$ cat src/rtl/lut3d_pkg.sv
// Shared types and helpers for the 3D-LUT configuration path.
// The entry type is also used by the LUT RAM so both sides agree on packing (R in the LSBs).
package lut3d_pkg;

  localparam int LUT_CD_DFLT = 8;

  typedef logic [LUT_CD_DFLT*3-1:0] lut_entry_t;

  typedef enum logic [1:0] {
    IDLE,
    ARMED,
    LOAD,
    DRAIN
  } cfg_seq_state_t;

  function automatic int lut_total(input int gs);
    return gs * gs * gs;
  endfunction

endpackage

$ cat src/rtl/lut3d_cfg_sequencer_vblank_detect.sv
// Vertical-blanking tracker for frame-synchronous configuration blocks.
// The flag is set by a vsync activation edge and cleared by the first active pixel.
module vblank_detect
  import lut3d_pkg::*;
#(
  parameter bit VS_POL = 1'b1
) (
  input  logic p_clk,
  input  logic p_rstn,
  input  logic vs,
  input  logic de,
  output logic vs_rise,
  output logic in_vblank
);

  logic vs_act;
  logic vs_act_d;

  assign vs_rise = vs_act & ~vs_act_d;

  always_ff @(posedge p_clk or negedge p_rstn) begin
    if (!p_rstn) begin
      vs_act    <= 1'b0;
      vs_act_d  <= 1'b0;
      in_vblank <= 1'b0;
    end else begin
      vs_act   <= (vs == VS_POL);
      vs_act_d <= vs_act;
      // Active video always wins over a coincident vsync edge.
      if (de) begin
        in_vblank <= 1'b0;
      end else if (vs_rise) begin
        in_vblank <= 1'b1;
      end
    end
  end

endmodule

$ cat src/rtl/lut3d_cfg_sequencer.sv
// Feeds host LUT entries to the 3D-LUT config port, only during vertical blanking,
// counting against GS^3 to generate cfg_last and flag framing errors.
module lut3d_cfg_sequencer
  import lut3d_pkg::*;
#(
  parameter int  GS     = 33,
  parameter int  LUT_CD = 8,
  parameter bit  VS_POL = 1'b1,
  localparam int CNT_W  = $clog2(GS*GS*GS+1)
) (
  input  logic                  p_clk,
  input  logic                  p_rstn,
  input  logic                  i_start,
  input  logic                  i_abort,
  input  logic                  i_vs,
  input  logic                  i_de,
  input  logic [LUT_CD*3-1:0]   s_data,
  input  logic                  s_valid,
  input  logic                  s_last,
  output logic                  s_ready,
  output logic [LUT_CD*3-1:0]   o_cfg_data,
  output logic                  o_cfg_valid,
  output logic                  o_cfg_last,
  output logic                  o_busy,
  output logic                  o_done,
  output logic                  o_err,
  output logic [CNT_W-1:0]      o_cnt
);

  localparam int             TOTAL    = lut_total(GS);
  localparam logic [CNT_W-1:0] LAST_IDX = CNT_W'(TOTAL - 1);

  cfg_seq_state_t state;
  logic           vs_rise;
  logic           in_vblank;
  logic           gate;
  logic           accept;

  vblank_detect #(
    .VS_POL (VS_POL)
  ) u_vblank (
    .p_clk     (p_clk),
    .p_rstn    (p_rstn),
    .vs        (i_vs),
    .de        (i_de),
    .vs_rise   (vs_rise),
    .in_vblank (in_vblank)
  );

  assign gate    = in_vblank & ~i_de;
  // Abort masks ready so a coincident beat is never consumed.
  assign s_ready = ~i_abort & (((state == LOAD) & gate) | (state == DRAIN));
  assign accept  = s_valid & s_ready;
  assign o_busy  = (state != IDLE);

  always_ff @(posedge p_clk or negedge p_rstn) begin
    if (!p_rstn) begin
      state       <= IDLE;
      o_cfg_data  <= '0;
      o_cfg_valid <= 1'b0;
      o_cfg_last  <= 1'b0;
      o_done      <= 1'b0;
      o_err       <= 1'b0;
      o_cnt       <= '0;
    end else begin
      o_cfg_valid <= 1'b0;
      o_cfg_last  <= 1'b0;
      o_done      <= 1'b0;

      if (state != IDLE && i_abort) begin
        state <= IDLE;
      end else begin
        case (state)
          IDLE: begin
            if (i_start && !i_abort) begin
              state <= ARMED;
              o_err <= 1'b0;
              o_cnt <= '0;
            end
          end

          // Wait for a fresh vsync edge even if already in blanking.
          ARMED: begin
            if (vs_rise) begin
              state <= LOAD;
            end
          end

          LOAD: begin
            if (accept) begin
              o_cfg_data  <= s_data;
              o_cfg_valid <= 1'b1;
              o_cnt       <= o_cnt + CNT_W'(1);
              if (o_cnt == LAST_IDX) begin
                o_cfg_last <= 1'b1;
                if (s_last) begin
                  o_done <= 1'b1;
                  state  <= IDLE;
                end else begin
                  o_err <= 1'b1;
                  state <= DRAIN;
                end
              end else if (s_last) begin
                o_err <= 1'b1;
                state <= IDLE;
              end
            end
          end

          DRAIN: begin
            if (accept && s_last) begin
              state <= IDLE;
            end
          end

          default: state <= IDLE;
        endcase
      end
    end
  end

endmodule

$ cat config.mk
export PLATFORM = sky130hd
export DESIGN_NAME = lut3d_cfg_sequencer
export DESIGN_NICKNAME = d
export VERILOG_FILES = /design/src/rtl/lut3d_pkg.sv /design/src/rtl/lut3d_cfg_sequencer_vblank_detect.sv /design/src/rtl/lut3d_cfg_sequencer.sv
export SDC_FILE = /design/constraint.sdc
export NUM_CORES = 1
export LEC_CHECK = 0
export BUFFER_PORTS_ARGS = -buffer_cell sky130_fd_sc_hd__buf_2
export CAP_MARGIN = 20
export CORE_UTILIZATION = 54
export DETAILED_ROUTE_END_ITERATION = 8
export PLACE_DENSITY = 0.89
export SLEW_MARGIN = 20
export SYNTH_ARGS = -nofsm -noshare
export SYNTH_HDL_FRONTEND = slang
export SYNTH_SLANG_ARGS = --single-unit
export TNS_END_PERCENT = 20
$ cat constraint.sdc
create_clock -name p_clk -period 2.6 [get_ports p_clk]
set_input_delay 0.13 -clock p_clk [delete_from_list [all_inputs] [get_ports p_clk]]
set_output_delay 0.13 -clock p_clk [all_outputs]
set_load 0.05 [all_outputs]
# ---- Yosys cells after proc, flatten, opt, wreduce, memory -nomap -nowiden
# Index checks and enable logic that the tools add are counted.
dict set report word_totals {
  wordCells 78
  reg_bits 49
  input_bits 32
}
dict set report op_classes {
  add_sub_neg 1
  mux 32
  eq_ne 13
  bitwise_logic 10
  reduce_logical 12
}
# operator n
set op_table {}
lappend op_table {{two-way mux 16 bit} 2}
lappend op_table {{case mux 16 bit (2 select lines)} 1}
lappend op_table {{two-way mux 1 bit} 19}
lappend op_table {{adder 16 x 1 -> 16 bit, second input constant} 1}
lappend op_table {{equality test 16 bit, second input constant} 1}
lappend op_table {{two-way mux 2 bit} 8}
lappend op_table {{!= test 3 x 2 -> 1 bit, second input constant} 3}
lappend op_table {{case mux 2 bit (4 select lines)} 1}
lappend op_table {{!= test 3 bit, second input constant} 2}
lappend op_table {{AND reduction 6 bit} 1}
lappend op_table {{nonzero test 2 bit} 3}
lappend op_table {{AND 1 bit} 5}
lappend op_table {{AND reduction 5 bit} 1}
lappend op_table {{equality test 2 bit, second input constant} 2}
lappend op_table {{!= test 2 bit, second input constant} 2}
lappend op_table {{!= test 4 x 2 -> 1 bit, second input constant} 1}
lappend op_table {{inverter 1 bit} 4}
lappend op_table {{AND reduction 4 bit} 1}
lappend op_table {{logical AND 1 bit} 3}
lappend op_table {{!= test 3 x 1 -> 1 bit, second input constant} 1}
lappend op_table {{AND reduction 3 bit} 1}
lappend op_table {{equality test 2 x 1 -> 1 bit, second input constant} 1}
lappend op_table {{zero test 2 bit} 1}
lappend op_table {{case mux 1 bit (2 select lines)} 1}
lappend op_table {{other kinds (2)} 2}

# ---- Longest topological paths before layout
dict set report depth {
  depth_word 10
  ltp_mapped 6
  depth_no_buf 6
}

# ---- Hierarchy
# Synthesis repeated with hierarchy kept, for this count alone.
dict set report hier_totals {
  cells_unflattened 232
  area_unflattened_um2 2222.1
}
# mod n_inst cells_per_inst area_per_inst_um2
set modules_own_cells {}
lappend modules_own_cells {lut3d_cfg_sequencer 1 227 2123.3}
lappend modules_own_cells {vblank_detect 1 5 98.8}

# ---- Least setup slack after synthesis
# Ideal clock, no wire load.
dict set report synth_timing {
  kind {reg2reg}
  start {register o_cnt[0]}
  end {register o_cnt[12]}
  period_less_slack_ns 2.054
  arrival_ns 1.981
  n_path_buf 0
  slack_ns 0.546
  t_required_ns 2.527
  path_stages_with_launch 6
  path_cell_list {dfrtp_1 > ha_1 > and4_4 > o2111ai_4 > or4_4 > a21oi_2}
}
dict set report synth_via {
  elab_chain_cells 3
}
# element line_no
set synth_rtl {}
lappend synth_rtl {{from (decl)} lut3d_cfg_sequencer.sv:27} ;# output logic [CNT_W-1:0] o_cnt
lappend synth_rtl {{from (signal assigned)} lut3d_cfg_sequencer.sv:93} ;# o_cnt <= o_cnt + CNT_W'(1);
lappend synth_rtl {{adder 16 x 1 -> 16 bit} lut3d_cfg_sequencer.sv:93}
lappend synth_rtl {{two-way mux 16 bit} lut3d_cfg_sequencer.sv:90} ;# if (accept) begin
lappend synth_rtl {{case mux 16 bit (2 select lines)} lut3d_cfg_sequencer.sv:73} ;# case (state)
# Every way passes these cells. The select of a mux whose other input is x is not followed.
# A chain may end at the register's enable or synchronous reset.

# ---- Worst setup path in the final report
dict set report layout_timing {
  start {register state[1]}
  end {register o_cnt[7]}
}
dict set report layout_via {
  elab_chain_cells 7
}
# element line_no
set layout_rtl {}
lappend layout_rtl {{from (decl)} lut3d_cfg_sequencer.sv:33} ;# cfg_seq_state_t state;
lappend layout_rtl {{from (signal assigned)} lut3d_cfg_sequencer.sv:58} ;# state <= IDLE;
lappend layout_rtl {{from (signal assigned)} lut3d_cfg_sequencer.sv:71} ;# state <= IDLE;
lappend layout_rtl {{from (signal assigned)} lut3d_cfg_sequencer.sv:76} ;# state <= ARMED;
lappend layout_rtl {{equality test 2 bit} {lut3d_cfg_sequencer.sv:52, lut3d_cfg_sequencer.sv:73}}
lappend layout_rtl {{AND 1 bit} lut3d_cfg_sequencer.sv:52} ;# assign s_ready = ~i_abort & (((state == LOAD) & gate) | (state == DRAIN));
lappend layout_rtl {{bitwise OR 1 bit} lut3d_cfg_sequencer.sv:52}
lappend layout_rtl {{AND 1 bit} lut3d_cfg_sequencer.sv:52}
lappend layout_rtl {{AND 1 bit} lut3d_cfg_sequencer.sv:53} ;# assign accept = s_valid & s_ready;
lappend layout_rtl {{!= test 2 bit (no source line)} -}
lappend layout_rtl {{AND reduction 4 bit (no source line)} -}
# Parallel ways exist; a longest one is shown, timed or not.

==> results.md <==
* Run status: completed
* Vias in the first global route at roughly 1800
* Period utilization at 0.760
* Die Width at 68.1 um
* Fraction of layout cells with a size suffix above 1 at 0.435
* Vias at 1901
* Worst skew pair latency at between 0.2 and 0.3 ns
* Measured slew at the worst slew-check pin at approximately 0.87 ns
* Kind of critical path: register to register
* Final #Nets at between 300 and 400
* Synthesized net count at about 230
* Clock slew at reported path FFs at 0.09 ns
* WP data required at between 2 and 3 ns
* Initial Utilization at 0.578
* GPL Wtd Cong at around 0.8
* CP endpoint kind: register
* CP startpoint kind: register
* Num rows at 23
* DRT Pass-1 Iters at 4
* I/O pins at 78
* Top cell type's share of synthesized area at 0.519
* DRC Markers at 0
* Tmin final at a little under 2 ns
* Area added between synthesis and finish at 22.2%
* Asr flop ratio synth at 1.00
* Final Max Tran Viols at 0
* Placed cell count at 319
* All-Layer GR Usage at 0.236
* Post-Syn Area at approximately 2400 um^2
* Post-synthesis sequential area ratio at 0.519
* Top post-synthesis cells by count: dfrtp_1, mux2_2, a21oi_1, nand2_1, inv_1
* Die Area at around 4600 um^2
* Final setup viols at 0
* Max Clk Rate at a little over 0.5 GHz
* CTS root buffer: clkbuf_8
* Area leader, netlist: dfrtp_1
* CTS Buffer Depth at 2
* Worst-path cell chain: and4b_1, o21ai_2, or4_1, a21oi_1
* WL final at between 5 and 6 mm
* Post-synthesis cell count at about 200
* Largest net degree at the start of global routing at 50
* Synthesized flop and latch total at 49
* Delay-heaviest family, CP: simple AND/OR/NAND/NOR gates
* Die Height at 68.1 um
* IO Port Bufs at 77
* Syn Area/Cell at approximately 12 um^2
* Clock Sinks at between 40 and 50
* First-pass GRT wire length at 8.07 mm
* Final ANT Viol Nets at 0
* Detailed placer's ending HPWL at roughly 3.6 mm
* Final clock skew at 0.00713 ns
* Critical Path AT at about 2.2 ns
* TritonCTS clock tree: done
* Number of synthesis warnings at 0
* Routed len/inst at 15.3 um
* Cell with the most instances after synthesis: dfrtp_1
* Number of DRC markers in iteration 0 at 200
* Antenna violations before repair at 0
* Crit path max fanout at 16
* Htree depth at 2
* Layout Cells excl Fill at about 330
* CP max stage cell: dfrtp_1
* Num CTS Buffers at 5
* Post-cts sizing count at 0
* Number of synthesized flops with an enable pin at 0
* Rel. slew slack at 0.419
* Final Hold Fails at 0
* Max incr delay on CP at a little under 0.6 ns
* Antenna diode count at 0
* Synth unique cells at between 40 and 50
* Max-cap violations at 0
* RSZ-0062 raised after global routing: false
* Hold WC Path Type: primary input to register
* Static leakage at between 0.001 and 0.0015 uW
* Setup_tns at 0 ns
* Synth Flop Type: dfrtp_1
* WP buf/inv at 0
* Global route overflow at 0
* PwrDens at 941 nW/um^2
* Vias per cell at between 5 and 6
* Peak supply drop at roughly 0.68 mV
* CORE AREA at around 4100 um^2
* Top cells by area, synth: dfrtp_1, mux2_2, a21oi_1, o2111ai_4, nand4_1
==> cell usage in the layout, fill, tap and decap left out, drive strengths merged, types with 4 or more instances in the layout <==
cell type,instances
nand2,9
clkbuf,5
inv,8
nand4,6
or4,6
a21oi,12
nand2b,4
o31ai,5
o21ai,8
mux2,24
or3,5
nor2,6
dfrtp,49
buf,78
==> state kept, by name, indices dropped and copies added, names as in the netlist <==
signal / cells
o_cfg_last: 1
state: 2
u_vblank.vs_act: 1
u_vblank.in_vblank: 1
o_done: 1
o_cnt: 16
o_err: 1
o_cfg_data: 24
u_vblank.vs_act_d: 1
o_cfg_valid: 1
==> cell families after synthesis <==
logic type | share of synthesized area
fa+ha+maj | 0.0106
buf+inv | 0.0371
mux | 0.119
compound gates | 0.125
xor+xnor | 0.00742
flops | 0.519
simple gates | 0.182
==> repair_timing <==
item                      in CTS  in global routing
setup buffers                  0                  0
hold endpoints to repair       1                 49
hold buffers                   1                  1
==> final timing paths <==
kind / start / to / slack [ns] / depth (start not counted)
worst min register to register: u_vblank.vs_act$_DFF_PN0_ / u_vblank.vs_act_d$_DFF_PN0_ / 0.42 / 0
min in group asynchronous: p_rstn / state[0]$_DFFE_PN0P_ / 0.39 / 2
worst max-delay path: state[1]$_DFFE_PN0P_ / o_cnt[7]$_DFFE_PN0P_ / 0.62 / 4
worst min-delay path: i_de / u_vblank.in_vblank$_DFFE_PN0P_ / 0.01 / 2
max in group asynchronous: p_rstn / o_cnt[6]$_DFFE_PN0P_ / 1.79 / 2
worst max register to register: state[1]$_DFFE_PN0P_ / o_cnt[7]$_DFFE_PN0P_ / 0.62 / 4
==> routing by layer <==
layer / vias up / wire length [um] / GRT usage
met4: 0 / 68 / 0.0807
met2: 81 / 2320 / 0.374
met1: 909 / 2290 / 0.313
met3: 8 / 344 / 0.0617
met5: - / 0 / 0
li1: 903 / - / -
==> report_power, final <==
group | internal, uW | switching [uW] | total [uW]
sequential | 933 | 127 | 1060
combinational | 310 | 830 | 1140
clock | 280 | 235 | 515
==> area by class of cell <==
cell class | instances | area [um^2]
inverters | 8 | 30.0
fillers | 303 | 1200
repair buffers | 80 | 415
multi-input cells | 134 | 1050
flip-flops and latches | 49 | 1230
well taps | 50 | 62.6
clock inverters | 2 | 35.0
clock buffers | 5 | 68.8
==> per-stage QoR <==
stage / util / cell area, um^2 / setup WS (ns) / hold slack [ns] / total power (uW)
3_3_place_gp: 0.675 / 2760 / 0.741 / 0.240 / 2180
2_1_floorplan: - / 2360 / 0.546 / -0.166 / 1950
5_1_grt: 0.706 / 2890 / 0.535 / 0.0197 / 2840
4_1_cts: 0.703 / 2870 / 0.636 / 0.0137 / 2730
6_report: 0.706 / 2890 / 0.623 / 0.0139 / 2710
3_5_place_dp: 0.675 / 2760 / 0.691 / 0.239 / 2210
(Power assumes the default switching activity.)
